[config.mk]
export PLATFORM = sky130hd
export DESIGN_NAME = vote_tally
export DESIGN_NICKNAME = d
export VERILOG_FILES = /design/src/rtl/vote_pkg.sv /design/src/rtl/vote_debounce.sv /design/src/rtl/vote_tally.sv
export SDC_FILE = /design/constraint.sdc
export NUM_CORES = 1
export LEC_CHECK = 0
export CORE_MARGIN = 3
export CORE_UTILIZATION = 60
export CTS_CLUSTER_SIZE = 30
export DETAILED_ROUTE_END_ITERATION = 6
export GPL_TIMING_DRIVEN = 0
export MAX_ROUTING_LAYER = met4
export PLACE_DENSITY_LB_ADDON = 0.05
export SYNTH_ARGS = -nofsm -noshare
export SYNTH_HDL_FRONTEND = slang
export SYNTH_SLANG_ARGS = --single-unit
[constraint.sdc]
create_clock -name clk -period 19.7 [get_ports clk]
set_input_delay 3.94 -clock clk [delete_from_list [all_inputs] [get_ports clk]]
set_output_delay 3.94 -clock clk [all_outputs]
set_load 0.005 [all_outputs]
[src/rtl/vote_pkg.sv]
// Shared types and constants for the vote capture / tally slice.
package vote_pkg;

  localparam int CODE_W    = 4;
  localparam int CNT_W_DEF = 16;

  typedef enum logic [2:0] {
    ST_IDLE,
    ST_ARMED,
    ST_DEBOUNCE,
    ST_COMMIT,
    ST_RELEASE
  } state_e;

endpackage

[src/rtl/vote_debounce.sv]
// Holds the candidate code and counts consecutive stable cycles; `stable` marks
// the edge on which the code has been held for HOLD_CYCLES samples.
module vote_debounce
  import vote_pkg::*;
#(
  parameter int HOLD_CYCLES = 4
) (
  input  logic              clk,
  input  logic              rst,
  input  logic              start,
  input  logic              active,
  input  logic              enc_valid,
  input  logic [CODE_W-1:0] enc_code,
  output logic              stable,
  output logic [CODE_W-1:0] code
);

  localparam int SW = $clog2(HOLD_CYCLES + 1);

  logic [CODE_W-1:0] held_code_q, held_code_d;
  logic [SW-1:0]     stable_cnt_q, stable_cnt_d;

  always_comb begin
    held_code_d  = held_code_q;
    stable_cnt_d = stable_cnt_q;
    stable       = 1'b0;
    if (start) begin
      held_code_d  = enc_code;
      stable_cnt_d = SW'(1);
      stable       = (HOLD_CYCLES == 1);
    end else if (active && enc_valid) begin
      if (enc_code != held_code_q) begin
        held_code_d  = enc_code;
        stable_cnt_d = SW'(1);
      end else begin
        stable_cnt_d = stable_cnt_q + SW'(1);
        stable       = (int'(stable_cnt_d) == HOLD_CYCLES);
      end
    end
  end

  always_ff @(posedge clk or posedge rst) begin
    if (rst) begin
      held_code_q  <= '0;
      stable_cnt_q <= '0;
    end else begin
      held_code_q  <= held_code_d;
      stable_cnt_q <= stable_cnt_d;
    end
  end

  assign code = held_code_q;

endmodule

[src/rtl/vote_tally.sv]
// One-vote-per-ballot capture FSM, saturating per-candidate tallies and a
// registered read port. `VOTE_TALLY_CLEAR_EN adds a clear_all input honoured in IDLE.
module vote_tally
  import vote_pkg::*;
#(
  parameter int NUM_CAND    = 16,
  parameter int CNT_W       = CNT_W_DEF,
  parameter int HOLD_CYCLES = 4
) (
  input  logic              clk,
  input  logic              rst,
  input  logic              ballot_en,
`ifdef VOTE_TALLY_CLEAR_EN
  input  logic              clear_all,
`endif
  input  logic              enc_valid,
  input  logic [CODE_W-1:0] enc_code,
  input  logic [CODE_W-1:0] rd_sel,
  output logic [CNT_W-1:0]  rd_count,
  output logic [CNT_W-1:0]  total_votes,
  output logic              ready,
  output logic              vote_done,
  output logic [CODE_W-1:0] voted_code,
  output logic              sat
);

  localparam logic [CNT_W-1:0] CNT_MAX = '1;

  state_e            state_q, state_d;
  logic [CNT_W-1:0]  cnt_q [NUM_CAND];
  logic [CNT_W-1:0]  cnt_d [NUM_CAND];
  logic [CNT_W-1:0]  total_q, total_d;
  logic [CNT_W-1:0]  rd_count_q, rd_count_d;
  logic [CODE_W-1:0] voted_q, voted_d;
  logic              vote_done_q, vote_done_d;
  logic              sat_q, sat_d;

  logic              clr_req;
  logic              deb_stable;
  logic [CODE_W-1:0] deb_code;

`ifdef VOTE_TALLY_CLEAR_EN
  assign clr_req = clear_all;
`else
  assign clr_req = 1'b0;
`endif

  vote_debounce #(.HOLD_CYCLES(HOLD_CYCLES)) u_debounce (
    .clk       (clk),
    .rst       (rst),
    .start     (state_q == ST_ARMED && enc_valid),
    .active    (state_q == ST_DEBOUNCE),
    .enc_valid (enc_valid),
    .enc_code  (enc_code),
    .stable    (deb_stable),
    .code      (deb_code)
  );

  always_comb begin
    state_d     = state_q;
    cnt_d       = cnt_q;
    total_d     = total_q;
    voted_d     = voted_q;
    sat_d       = sat_q;
    vote_done_d = 1'b0;
    rd_count_d  = cnt_q[rd_sel];
    case (state_q)
      ST_IDLE: begin
        if (clr_req) begin
          for (int unsigned i = 0; i < NUM_CAND; i++) cnt_d[i] = '0;
          total_d = '0;
          voted_d = '0;
          sat_d   = 1'b0;
        end
        if (ballot_en) state_d = ST_ARMED;
      end
      ST_ARMED: begin
        if (enc_valid) state_d = deb_stable ? ST_COMMIT : ST_DEBOUNCE;
      end
      ST_DEBOUNCE: begin
        if (!enc_valid)     state_d = ST_ARMED;
        else if (deb_stable) state_d = ST_COMMIT;
      end
      ST_COMMIT: begin
        // Saturate rather than wrap; either counter pinned at max sets the sticky flag.
        if (cnt_q[deb_code] == CNT_MAX) sat_d = 1'b1;
        else cnt_d[deb_code] = cnt_q[deb_code] + 1'b1;
        if (total_q == CNT_MAX) sat_d = 1'b1;
        else total_d = total_q + 1'b1;
        voted_d     = deb_code;
        vote_done_d = 1'b1;
        state_d     = ST_RELEASE;
      end
      ST_RELEASE: begin
        if (!enc_valid) state_d = ST_IDLE;
      end
      default: state_d = ST_IDLE;
    endcase
  end

  always_ff @(posedge clk or posedge rst) begin
    if (rst) begin
      state_q <= ST_IDLE;
      for (int unsigned i = 0; i < NUM_CAND; i++) cnt_q[i] <= '0;
      total_q     <= '0;
      rd_count_q  <= '0;
      voted_q     <= '0;
      vote_done_q <= 1'b0;
      sat_q       <= 1'b0;
    end else begin
      state_q     <= state_d;
      cnt_q       <= cnt_d;
      total_q     <= total_d;
      rd_count_q  <= rd_count_d;
      voted_q     <= voted_d;
      vote_done_q <= vote_done_d;
      sat_q       <= sat_d;
    end
  end

  assign rd_count    = rd_count_q;
  assign total_votes = total_q;
  assign ready       = (state_q == ST_ARMED);
  assign vote_done   = vote_done_q;
  assign voted_code  = voted_q;
  assign sat         = sat_q;

endmodule
Word-level counts from Yosys, hierarchy flattened
Index checks and enable logic that the tools add are counted.

Register bits after elaboration: 304. Input port bits: 12.

Add/sub/neg operators: 3. Magnitude comparators: 3. Equal/unequal tests: 12. Muxes and demuxes: 28. Bitwise operators: 4. Reductions and logical operators: 12.

Operator list (number): 256-bit bitwise mux (1); 16-bit binary-select mux with 4-bit select (2); 16-bit two-way mux (5); 16-bit demux with 4-bit select (1); 16-bit by 1-bit adder with 16-bit output, second input constant (2); 16-bit == test, second input constant (2); 3-bit two-way mux (8); 3-bit case mux with 5 select lines (1); 4-bit two-way mux (3); 5-bit >= comparator, second input constant (2); 4-bit NOT with 5-bit output (2); 2-bit AND reduction (4); 1-bit two-way mux (7); 3-bit by 2-bit == test with 1-bit output, second input constant (2); 3-bit == test, second input constant (2); 2-bit != test, second input constant (3); 2-bit nonzero test (3); 5-bit by 1-bit less-than comparator with 1-bit output, second input constant (1); 4-bit != test (1); 4-bit AND reduction (1); 3-bit by 1-bit adder with 3-bit output, second input constant (1); 3-bit by 1-bit == test with 1-bit output, second input constant (1); 1-bit logical AND (3); 3-bit logical NOT (1); 2 further kinds (3).

Logic depth before layout (Yosys ltp)
Gate-level depths: netlist of the first run.

Depth in word-level cells: 8. Gate-level depth with buffers: 15. Gate-level depth less buffers: 9.

Cells and area by module
Synthesis of the first run repeated with hierarchy kept, for this count alone.

Cells, all modules: 1014. Area total of the unflattened synthesis: 15864.0 um^2.

By module, submodules not included: vote_tally (times used 1, cells an instance 974, area an instance 15479.8 um^2, seq. area each 7432.1 um^2); vote_debounce (times used 1, cells an instance 40, area an instance 384.1 um^2, seq. area each 175.2 um^2).

Worst setup path before layout of the first run
OpenSTA, ideal clock, no wires.

Path kind: input to register. Start point: in rd_sel[0]. End point: reg rd_count_q[0], in the netlist rd_count[0]. Data arrival time: 5866 ps. Data required time: 19562 ps. Path slack: 13696 ps. Stages on the path: 4. Buffers on the path: 2. Cell sequence: clkbuf_1 buf_1 mux4_2 mux4_2.

Cells in the longest elaborated chain, start to end: 4.

Ends and longest elaborated chain: start: declaration (RTL line vote_tally.sv:18) `input logic [CODE_W-1:0] rd_sel,`; 4-bit NOT with 5-bit output (implied by the code) (RTL line vote_tally.sv:66) `rd_count_d = cnt_q[rd_sel];`; 16-bit binary-select mux with 4-bit select (RTL line vote_tally.sv:66); 16-bit two-way mux (implied by the code) (2 in a row) (RTL line vote_tally.sv:66); via rd_count_d[0] (RTL line vote_tally.sv:33) `logic [CNT_W-1:0] rd_count_q, rd_count_d;`; end signal: assignment (RTL line vote_tally.sv:114) `rd_count_q <= rd_count_d;`; end: declaration (RTL line vote_tally.sv:33).

The timed path passes the listed nets, and every way through them passes these cells. The select of a mux whose other input is x is not followed. A chain may end at the register's enable or synchronous reset.

Worst setup path after layout of the first run
Start point: in rd_sel[0]. End point: reg rd_count_q[15], in the netlist rd_count[15].

The elaborated chain is that of the path after synthesis.

==> results of run 1 <==
-- layer usage --
layer	part of all wire (%)	track usage (%)	vias up	wire [um]
li1	-	-	4050	-
met1	43	43.85	5332	18330
met2	46	44.26	421	19640
met3	8.1	7.247	95	3476
met4	2.9	8.053	0	1257
met5	0	-	-	0
-- how the worst max path moves through the flow --
| stage | from | to | slack (ns) | cells after the start |
|---|---|---|---|---|
| floorplan | rst | cnt_q[0] | 7.36 | 1 |
| global placement | rst | total_votes[3] | 3.49 | 2 |
| detailed placement | rd_sel[0] | rd_count[15] | 12.79 | 4 |
| CTS | rd_sel[0] | rd_count[15] | 13.32 | 4 |
| global route | rd_sel[0] | rd_count[15] | 13.31 | 4 |
| finish | rd_sel[0] | rd_count[15] | 13.42 | 4 |
-- power by group --
part	total [mW]	switching (mW)	internal, mW
registers	0.713	0.0388	0.674
logic	0.525	0.284	0.241
clock network	0.639	0.257	0.382
-- metrics by stage --
stage | instances | utilization [%] | total power [mW]
after floorplan | 996 | - | 1.082
after global placement | 1414 | 64.71 | 1.238
after detailed placement | 1416 | 64.94 | 1.246
after CTS | 1479 | 69.14 | 1.884
after global routing | 1479 | 69.14 | 1.948
final | 1479 | 69.14 | 1.877
-- cell families after synthesis --
group	share of synthesized area (%)
AOI/OAI and AO/OA	3.367
adders and majority gates	0.3013
muxes	40.20
buffers and inverters	4.745
xor gates and xnor gates	1.793
DFF	45.79
and+or+nand+nor	3.796
-- Yosys cell counts, types with 6 or more instances --
| cell type | instances | share of area, % |
|---|---|---|
| dfrtp_1 | 304 | 46 |
| mux2_2 | 158 | 11 |
| mux4_2 | 125 | 17 |
| mux2_4 | 90 | 8.1 |
| clkbuf_1 | 25 | 0.56 |
| nand2_1 | 25 | 0.56 |
| a22oi_1 | 24 | 1.1 |
| xnor2_1 | 20 | 1.1 |
| mux4_1 | 19 | 3.0 |
| nand3_1 | 19 | 0.57 |
| buf_12 | 17 | 2.0 |
| mux2_1 | 17 | 1.2 |
| a21oi_4 | 16 | 1.6 |
| xor2_1 | 14 | 0.74 |
| buf_4 | 12 | 0.54 |
| nand4_1 | 9 | 0.34 |
| buf_1 | 8 | 0.18 |
| clkbuf_8 | 8 | 0.66 |
| and4_1 | 6 | 0.32 |
| nor2_1 | 6 | 0.14 |
-- flip-flops by register name, indices dropped and copies added, names as in the netlist --
signal                   cells
cnt_q                      256
rd_count                    16
total_votes                 16
u_debounce.code              4
voted_code                   4
state_q                      3
u_debounce.stable_cnt_q      3
sat                          1
vote_done                    1
-- cell usage in the layout, fill, tap and decap left out, types with 3 or more instances in the layout --
cell,Yosys,final
buf_2,5,5
mux2_1,17,17
clkbuf_16,0,37
buf_4,12,12
clkbuf_8,8,18
and3_1,3,3
clkinv_2,0,6
dfrtp_1,304,304
buf_6,4,4
a22oi_2,4,4
nand2_1,25,25
a22oi_1,24,24
xnor2_1,20,20
inv_1,4,3
nand3_1,19,19
nand4_1,9,9
buf_12,17,17
and4_1,6,6
o21ai_0,3,3
nor2b_1,5,5
clkdlybuf4s50_1,0,46
xor2_1,14,14
mux2_2,158,158
mux4_2,125,125
nor2_1,6,6
ha_1,4,4
clkbuf_1,25,34
buf_1,8,7
nand4_4,3,3
a21oi_4,16,16
mux2_4,90,90
clkbuf_2,4,5
mux4_1,19,19
nand2_2,5,5
-- final cells by class --
cell class | instances | area share, %
Sequential cell | 304 | 40.60
Clock buffer | 56 | 5.856
Multi-Input combinational cell | 603 | 43.85
Clock inverter | 7 | 0.2070
Buffer | 84 | 4.087
Inverter | 5 | 0.1669
Tap cell | 372 | 2.484
Timing Repair Buffer | 48 | 2.751
-- critical path, delay by kind of cell --
family / cells / cell delay, ns
mux: 2 / 1.17
buf+inv: 2 / 1.52
==> impl_metrics.yaml, run 1 <==
final_layout:
  drive_gt1_share_pct: 46.97
  fin_nets: 1098
  num-fill-cells: 1827
  n_antenna_cell: 0
  fin_area_um2: 18740
  areaGrowthSynthToFinish_pct: 12.80
  regArea_um2: 7607
  multi_input_area_um2: 8217
synth:
  syn_avg_cell_area_um2: 16.68
  ys_seq_elements: 304
  synthFlopType: "dfrtp_1"
  syn_area_um2: 16610
  yosysWarnings: 0
  synth_cells: 996
  async_reset_ff_share_pct: 100.0
  synth_edf_count: 0
  ys_seq_area_share_pct: 45.79
  syn-num-nets: 1012
  yosys.cell_types.count: 56
pwr:
  p_per_area_nw_per_um2: 100.2
  p_leak_nw: 8.463
  peakVddDrop_mv: 0.06885
setup_path:
  r2r-end: "cnt_q[118]"
  r2r_cells: 14
  cpMostUsedCell: "mux4_2"
  crit_required_ns: 20.06
  worst_setup_path_end_kind: "register"
  rrSetupSlack_ns: 15.65
  startpoint_type: "input port"
  path_cells: "clkbuf_1 -> buf_1 -> mux4_2 -> mux4_2"
  critical_path.max_stage_delay_ns: 0.98
  crit_type: "input port to register"
  path_max_fanout: 10
  cpMaxStageDelayCell: "buf_1"
  rr_startpoint: "u_debounce.code[1]"
  cp.arrival_ns: 6.64
detailed_routing:
  totalWireLength_um: 42710
  drtIter0Drc: 1156
  via_count: 9898
  ant_nets: 0
  wire_per_inst_um: 28.88
  vias_per_cell: 6.692
  dr.pass1.iters: 5
  drc_errors: 0
global_routing:
  track_usage_pct: 30.46
  grt_max_degree: 116
  antenna_found_initial: 0
  grt_first_pass_wirelength_um: 64150
  first_global_vias: 9993
  grt_overflow: 0
clock_network:
  cts_max_path_buffers: 3
  cts_resized: 0
  cts-hold-fix-buffers: 0
  clock-sinks: 304
  htree_levels: 2
  path_clk_slew_ns: 0.06
  cts_setup_buffers: 0
  root_buffer: "clkbuf_16"
  cts_tree: "done"
  clk_latency_ns: 0.51
  numCtsBuffers: 36
floorplanning:
  core_region_area_um2: 27100
  die_h_um: 172.4
  row_count: 60
  start_util_pct: 61.30
  ios: 51
  dieArea_um2: 29720
  die_w_um: 172.4
worst_hold_path:
  hold_end: "sat"
  worstHoldStart: "sat"
  hp-class: "register to register"
  hold_depth: 1
timing:
  fin_tns_setup_ns: 0
  fin_crit_ns: 6.278
  relSlewSlack_pct: 16.03
  clock_skew_ns: 0.01523
  worst_slew_pin_slew_ns: 1.260
  whs_ns: 0.4801
  layout_setup_ws_ns: 13.42
  rsz0062_at_grt: "no"
  setup_viol: 0
  post-route-period-util_pct: 31.87
  hold_viol: 0
  fmax_ghz: 0.1593
  drv_slew: 0
placement:
  io_buffers: 46
  finalWeightedCongestion: 0.8484
  placed_cell_area_um2: 17600
  pre_cts_slack_ns: 12.79
  place_hpwl_um: 26860
job:
  drv_cap: 0
status:
  status: "completed"
(Power assumes the default switching activity.)
==> inputs of run 2 (changes only) <==
CORE_UTILIZATION = 56   (was 60)
clock period = 5.6 ns   (was 19.7 ns; I/O delays follow)
==> run 2 against run 1 <==
Non-clock buffer count increased by 7. Setup slack got worse by 12 ns. Combinational power rose to 3.6 times the previous value. Clock skew decreased by 0.0048 ns. Clock power grew to 3.4 times the previous value. Cell area rose by 0.35%. Total power rose to 3.5 times the previous value. Register-to-register slack lost 14 ns. First-iteration DRC count is 31% lower. Sequential share of layout area fell by 0.14 points. Utilization decreased by 4.2 points.
==> impl_metrics.yaml, run 2 (synthesis gave the netlist of run 1 again) <==
pwr:
  p_leak_nw: 8.488
  p_per_area_nw_per_um2: 349.6
  peakVddDrop_mv: 0.2337
  report.power.total_mw: 6.573
clock_network:
  clock-sinks: 304
  cts_resized: 0
  clk_latency_ns: 0.51
  numCtsBuffers: 36
  root_buffer: "clkbuf_16"
  path_clk_slew_ns: 0.06
  htree_levels: 2
  cts_max_path_buffers: 3
  cts_tree: "done"
  cts_setup_buffers: 0
  cts-hold-fix-buffers: 0
detailed_routing:
  drtIter0Drc: 793
  totalWireLength_um: 43460
  via_count: 9846
  dr.pass1.iters: 5
  vias_per_cell: 6.595
  drc_errors: 0
  ant_nets: 0
  wire_per_inst_um: 29.11
floorplanning:
  row_count: 62
  start_util_pct: 57.41
  core_region_area_um2: 28940
  die_w_um: 178.2
  dieArea_um2: 31770
  ios: 51
  die_h_um: 178.2
placement:
  placed_cell_area_um2: 17720
  pre_cts_slack_ns: 1.486
  place_hpwl_um: 27580
  finalWeightedCongestion: 0.8489
  io_buffers: 46
timing:
  rsz0062_at_grt: "no"
  fin_tns_setup_ns: 0
  setup_viol: 0
  worst_slew_pin_slew_ns: 1.289
  fin_crit_ns: 3.933
  clock_skew_ns: 0.01039
  relSlewSlack_pct: 14.08
  post-route-period-util_pct: 70.24
  fmax_ghz: 0.2542
  drv_slew: 0
  hold_viol: 0
  whs_ns: 0.4672
  layout_setup_ws_ns: 1.667
setup_path:
  cp.arrival_ns: 4.33
  crit_type: "register to register"
  crit_family: "buffers and inverters"
  worst_setup_path_end_kind: "register"
  cp_num_buf_inv: 6
  startpoint_type: "register"
  path_cells: "buf_4 -> buf_4 -> buf_4 -> mux4_2 -> a22oi_1 -> nand2_1 -> ha_1 -> nand3_4 -> nor3b_4 -> buf_12 -> buf_12 -> a21oi_4 -> buf_12 -> mux2_4"
  path_max_fanout: 10
  cpMaxStageDelayCell: "a21oi_4"
  critical_path.max_stage_delay_ns: 0.47
  crit_required_ns: 6.00
job:
  drv_cap: 0
global_routing:
  grt_max_degree: 44
  first_global_vias: 9953
  grt_overflow: 0
  grt_first_pass_wirelength_um: 65480
  antenna_found_initial: 0
  track_usage_pct: 29.06
final_layout:
  num-fill-cells: 2079
  areaGrowthSynthToFinish_pct: 13.19
  final_cell_mix: "304 x dfrtp_1, 158 x mux2_2, 125 x mux4_2, 90 x mux2_4, 46 x clkdlybuf4s50_1"
  regMostFlops: "cnt_q"
  largest_reg_flops: 256
  drive_gt1_share_pct: 47.34
  final_common_cell: "dfrtp_1"
  n_antenna_cell: 0
  fin_nets: 1105
  fin_area_um2: 18800
status:
  status: "completed"
worst_hold_path:
  hp-class: "register to register"
[run 2: cell count changes in the layout (fill, tap and decap cells not counted), moves of 2 or more]
cell | previous run | this run
buf_12 | 17 | 25
buf_16 | 2 | 0
clkinv_2 | 6 | 10
clkbuf_1 | 34 | 32
clkbuf_8 | 18 | 10
[run 2: layer usage]
metal | global-route usage (%) | part of all wire, %
met3 | 4.811 | 6.2
met5 | - | 0
met2 | 42.50 | 46
met4 | 9.513 | 3.1
met1 | 42.10 | 44
[run 2: cell type report]
class	count	area, um2	area share [%]
Clock inverter	12	88.84	0.4725
Multi-Input combinational cell	603	8217	43.70
Clock buffer	46	979.7	5.210
Sequential cell	304	7607	40.46
Tap cell	384	480.5	2.555
Inverter	5	27.53	0.1464
Timing Repair Buffer	55	635.6	3.380
Buffer	84	767.0	4.079
[run 2: path summary, 6_finish.rpt]
path | start | end | slack (ns) | depth (start not counted)
max | u_debounce.code[1] | cnt_q[87] | 1.67 | 14
min | sat | sat | 0.47 | 1
max reg2reg | u_debounce.code[1] | cnt_q[87] | 1.67 | 14
min reg2reg | sat | sat | 0.47 | 1
max in group asynchronous | rst | total_votes[15] | 3.51 | 5
min in group asynchronous | rst | cnt_q[104] | 1.02 | 2
[run 2: metrics by stage]
step | utilization [%] | std cells
final | 64.98 | 1493
after global routing | 64.98 | 1493
after CTS | 64.92 | 1492
after detailed placement | 61.23 | 1434
after global placement | 60.68 | 1426
after floorplan | - | 996
[run 2: power breakdown]
part / internal, mW / switching [mW]
clock: 1.27 / 0.906
combinational: 0.858 / 1.02
sequential: 2.37 / 0.137
==> inputs of run 3 (changes only) <==
CORE_UTILIZATION = 60   (was 56)
clock period = 3.93 ns   (was 5.6 ns; I/O delays follow)
==> run 3 against run 2 <==
Count of clock-buffer cells in the layout rose by 12. First-iteration DRC count rose by 9.6%. Clock skew up 0.0074 ns. Worst hold slack lost 0.0041 ns. Non-clock buffer count grew 25. Global-route usage is 1.6 points higher. Wire length down 0.17%. Fmax grew 4.2%. Largest cell class unchanged.
==> impl_metrics.yaml, run 3 (synthesis gave the netlist of run 1 again) <==
setup_path:
  cpMostUsedCell: "buf_12"
  path_cells: "buf_4 -> nor2_2 -> clkbuf_8 -> a22oi_1 -> nand2_1 -> ha_1 -> nand3_4 -> nor3b_4 -> buf_12 -> buf_12 -> a21oi_4 -> buf_12 -> buf_12 -> mux2_4"
  cp.arrival_ns: 4.16
  crit_required_ns: 4.31
  crit_type: "register to register"
  cpMaxStageDelayCell: "nor2_2"
  rrSetupSlack_ns: 0.15
  cp_num_buf_inv: 6
  crit_family: "simple AND/OR/NAND/NOR gates"
  path_max_fanout: 10
  worst_setup_path_end_kind: "register"
  critical_path.max_stage_delay_ns: 0.63
  startpoint_type: "register"
timing:
  fin_tns_setup_ns: 0
  post-route-period-util_pct: 96.08
  relSlewSlack_pct: 15.19
  fmax_ghz: 0.2648
  whs_ns: 0.4630
  worst_slew_pin_slew_ns: 1.272
  drv_slew: 0
  rsz0062_at_grt: "no"
  setup_viol: 0
  fin_crit_ns: 3.776
  hold_viol: 0
  clock_skew_ns: 0.01781
floorplanning:
  row_count: 60
  die_h_um: 172.4
  die_w_um: 172.4
  ios: 51
  start_util_pct: 61.30
  dieArea_um2: 29720
  core_region_area_um2: 27100
final_layout:
  n_antenna_cell: 0
  regMostFlops: "cnt_q"
  utilization_pct: 70.34
  final_cell_mix: "304 x dfrtp_1, 158 x mux2_2, 125 x mux4_2, 90 x mux2_4, 46 x clkdlybuf4s50_1"
  final_common_cell: "dfrtp_1"
  fin_nets: 1131
  largest_reg_flops: 256
  fin_area_um2: 19060
  areaGrowthSynthToFinish_pct: 14.75
  drive_gt1_share_pct: 48.33
global_routing:
  grt_overflow: 0
  first_global_vias: 10014
  track_usage_pct: 30.71
  busiest_layer: "met2"
  grt_util_met1_pct: 43.62
  grt_first_pass_wirelength_um: 64400
  grt_max_degree: 43
  met3_usage_pct: 7.042
  globalRouteMet2Util_pct: 45.27
  antenna_found_initial: 0
pwr:
  peakVddDrop_mv: 0.3622
  p_switching_mw: 2.896
  sequentialPowerShare_pct: 37.6
  power.share.switching_pct: 30.46
  p_leak_nw: 8.655
  clkPwrFrac_pct: 34.5
  p_comb_share_pct: 27.9
  intPower_mw: 6.611
  p_per_area_nw_per_um2: 498.8
placement:
  io_buffers: 46
  place_hpwl_um: 27580
  finalWeightedCongestion: 0.8343
  placed_cell_area_um2: 17680
status:
  status: "completed"
detailed_routing:
  via_count: 9973
  dr.pass1.iters: 5
  vias_per_cell: 6.605
  wire_per_inst_um: 28.73
  ant_nets: 0
  totalWireLength_um: 43380
  drtIter0Drc: 869
  drc_errors: 0
clock_network:
  path_clk_slew_ns: 0.05
  cts-hold-fix-buffers: 0
  cts_resized: 0
  numCtsBuffers: 37
  clk_latency_ns: 0.51
  root_buffer: "clkbuf_16"
  cts_tree: "done"
  cts_setup_buffers: 0
  clock-sinks: 304
  htree_levels: 2
  cts_max_path_buffers: 3
job:
  drv_cap: 0
worst_hold_path:
  hp-class: "register to register"
-- run 3: worst register-to-register path: cells and delay by family (launching register included) --
family | cells | cell delay, ns
compound gates | 2 | 0.19
simple gates | 4 | 1.28
mux | 1 | 0.31
flops | 1 | 0.39
buf+inv | 6 | 1.24
fa+ha+maj | 1 | 0.26
-- run 3: final cells by class --
type                       instances  area, um2
multi-input combinational        603       8217
clock inverter                     4      48.80
fill                            1821       8039
clock buffer                      58       1115
buffer                            84      765.7
inverter                           5      27.53
sequential                       304       7607
tap                              372      465.4
timing repair buffer              80      815.8
-- run 3: power by group through the flow --
stage          logic (mW)  clock network (mW)  registers [mW]
2_1_floorplan        1.85                   0            3.57
3_3_place_gp         2.58                   0            3.61
3_5_place_dp         2.64                   0            3.62
4_1_cts              2.65                3.33            3.57
5_1_grt              2.80                3.48            3.60
6_report             2.65                3.28            3.57
-- run 3: routing by layer --
layer,wire [um],up-vias
li1,-,4104
met1,18790,5384
met2,20090,381
met3,3194,104
met4,1310,0
met5,0,-
-- run 3: worst paths after layout --
path	startpoint	end	depth (start not counted)
setup / recovery	u_debounce.code[3]	cnt_q[178]	14
hold / removal	sat	sat	1
setup reg to reg	u_debounce.code[3]	cnt_q[178]	14
hold reg to reg	sat	sat	1
max in group asynchronous	rst	total_votes[12]	5
min in group asynchronous	rst	cnt_q[120]	2
-- run 3: through the flow --
| step | std cells | total power, mW | setup slack, ns |
|---|---|---|---|
| after floorplan | 996 | 5.424 | -0.8990 |
| after global placement | 1414 | 6.198 | -3.120 |
| after detailed placement | 1421 | 6.262 | 0.04696 |
| after CTS | 1483 | 9.544 | 0.04002 |
| after global routing | 1510 | 9.884 | 0.01206 |
| final | 1510 | 9.508 | 0.1540 |
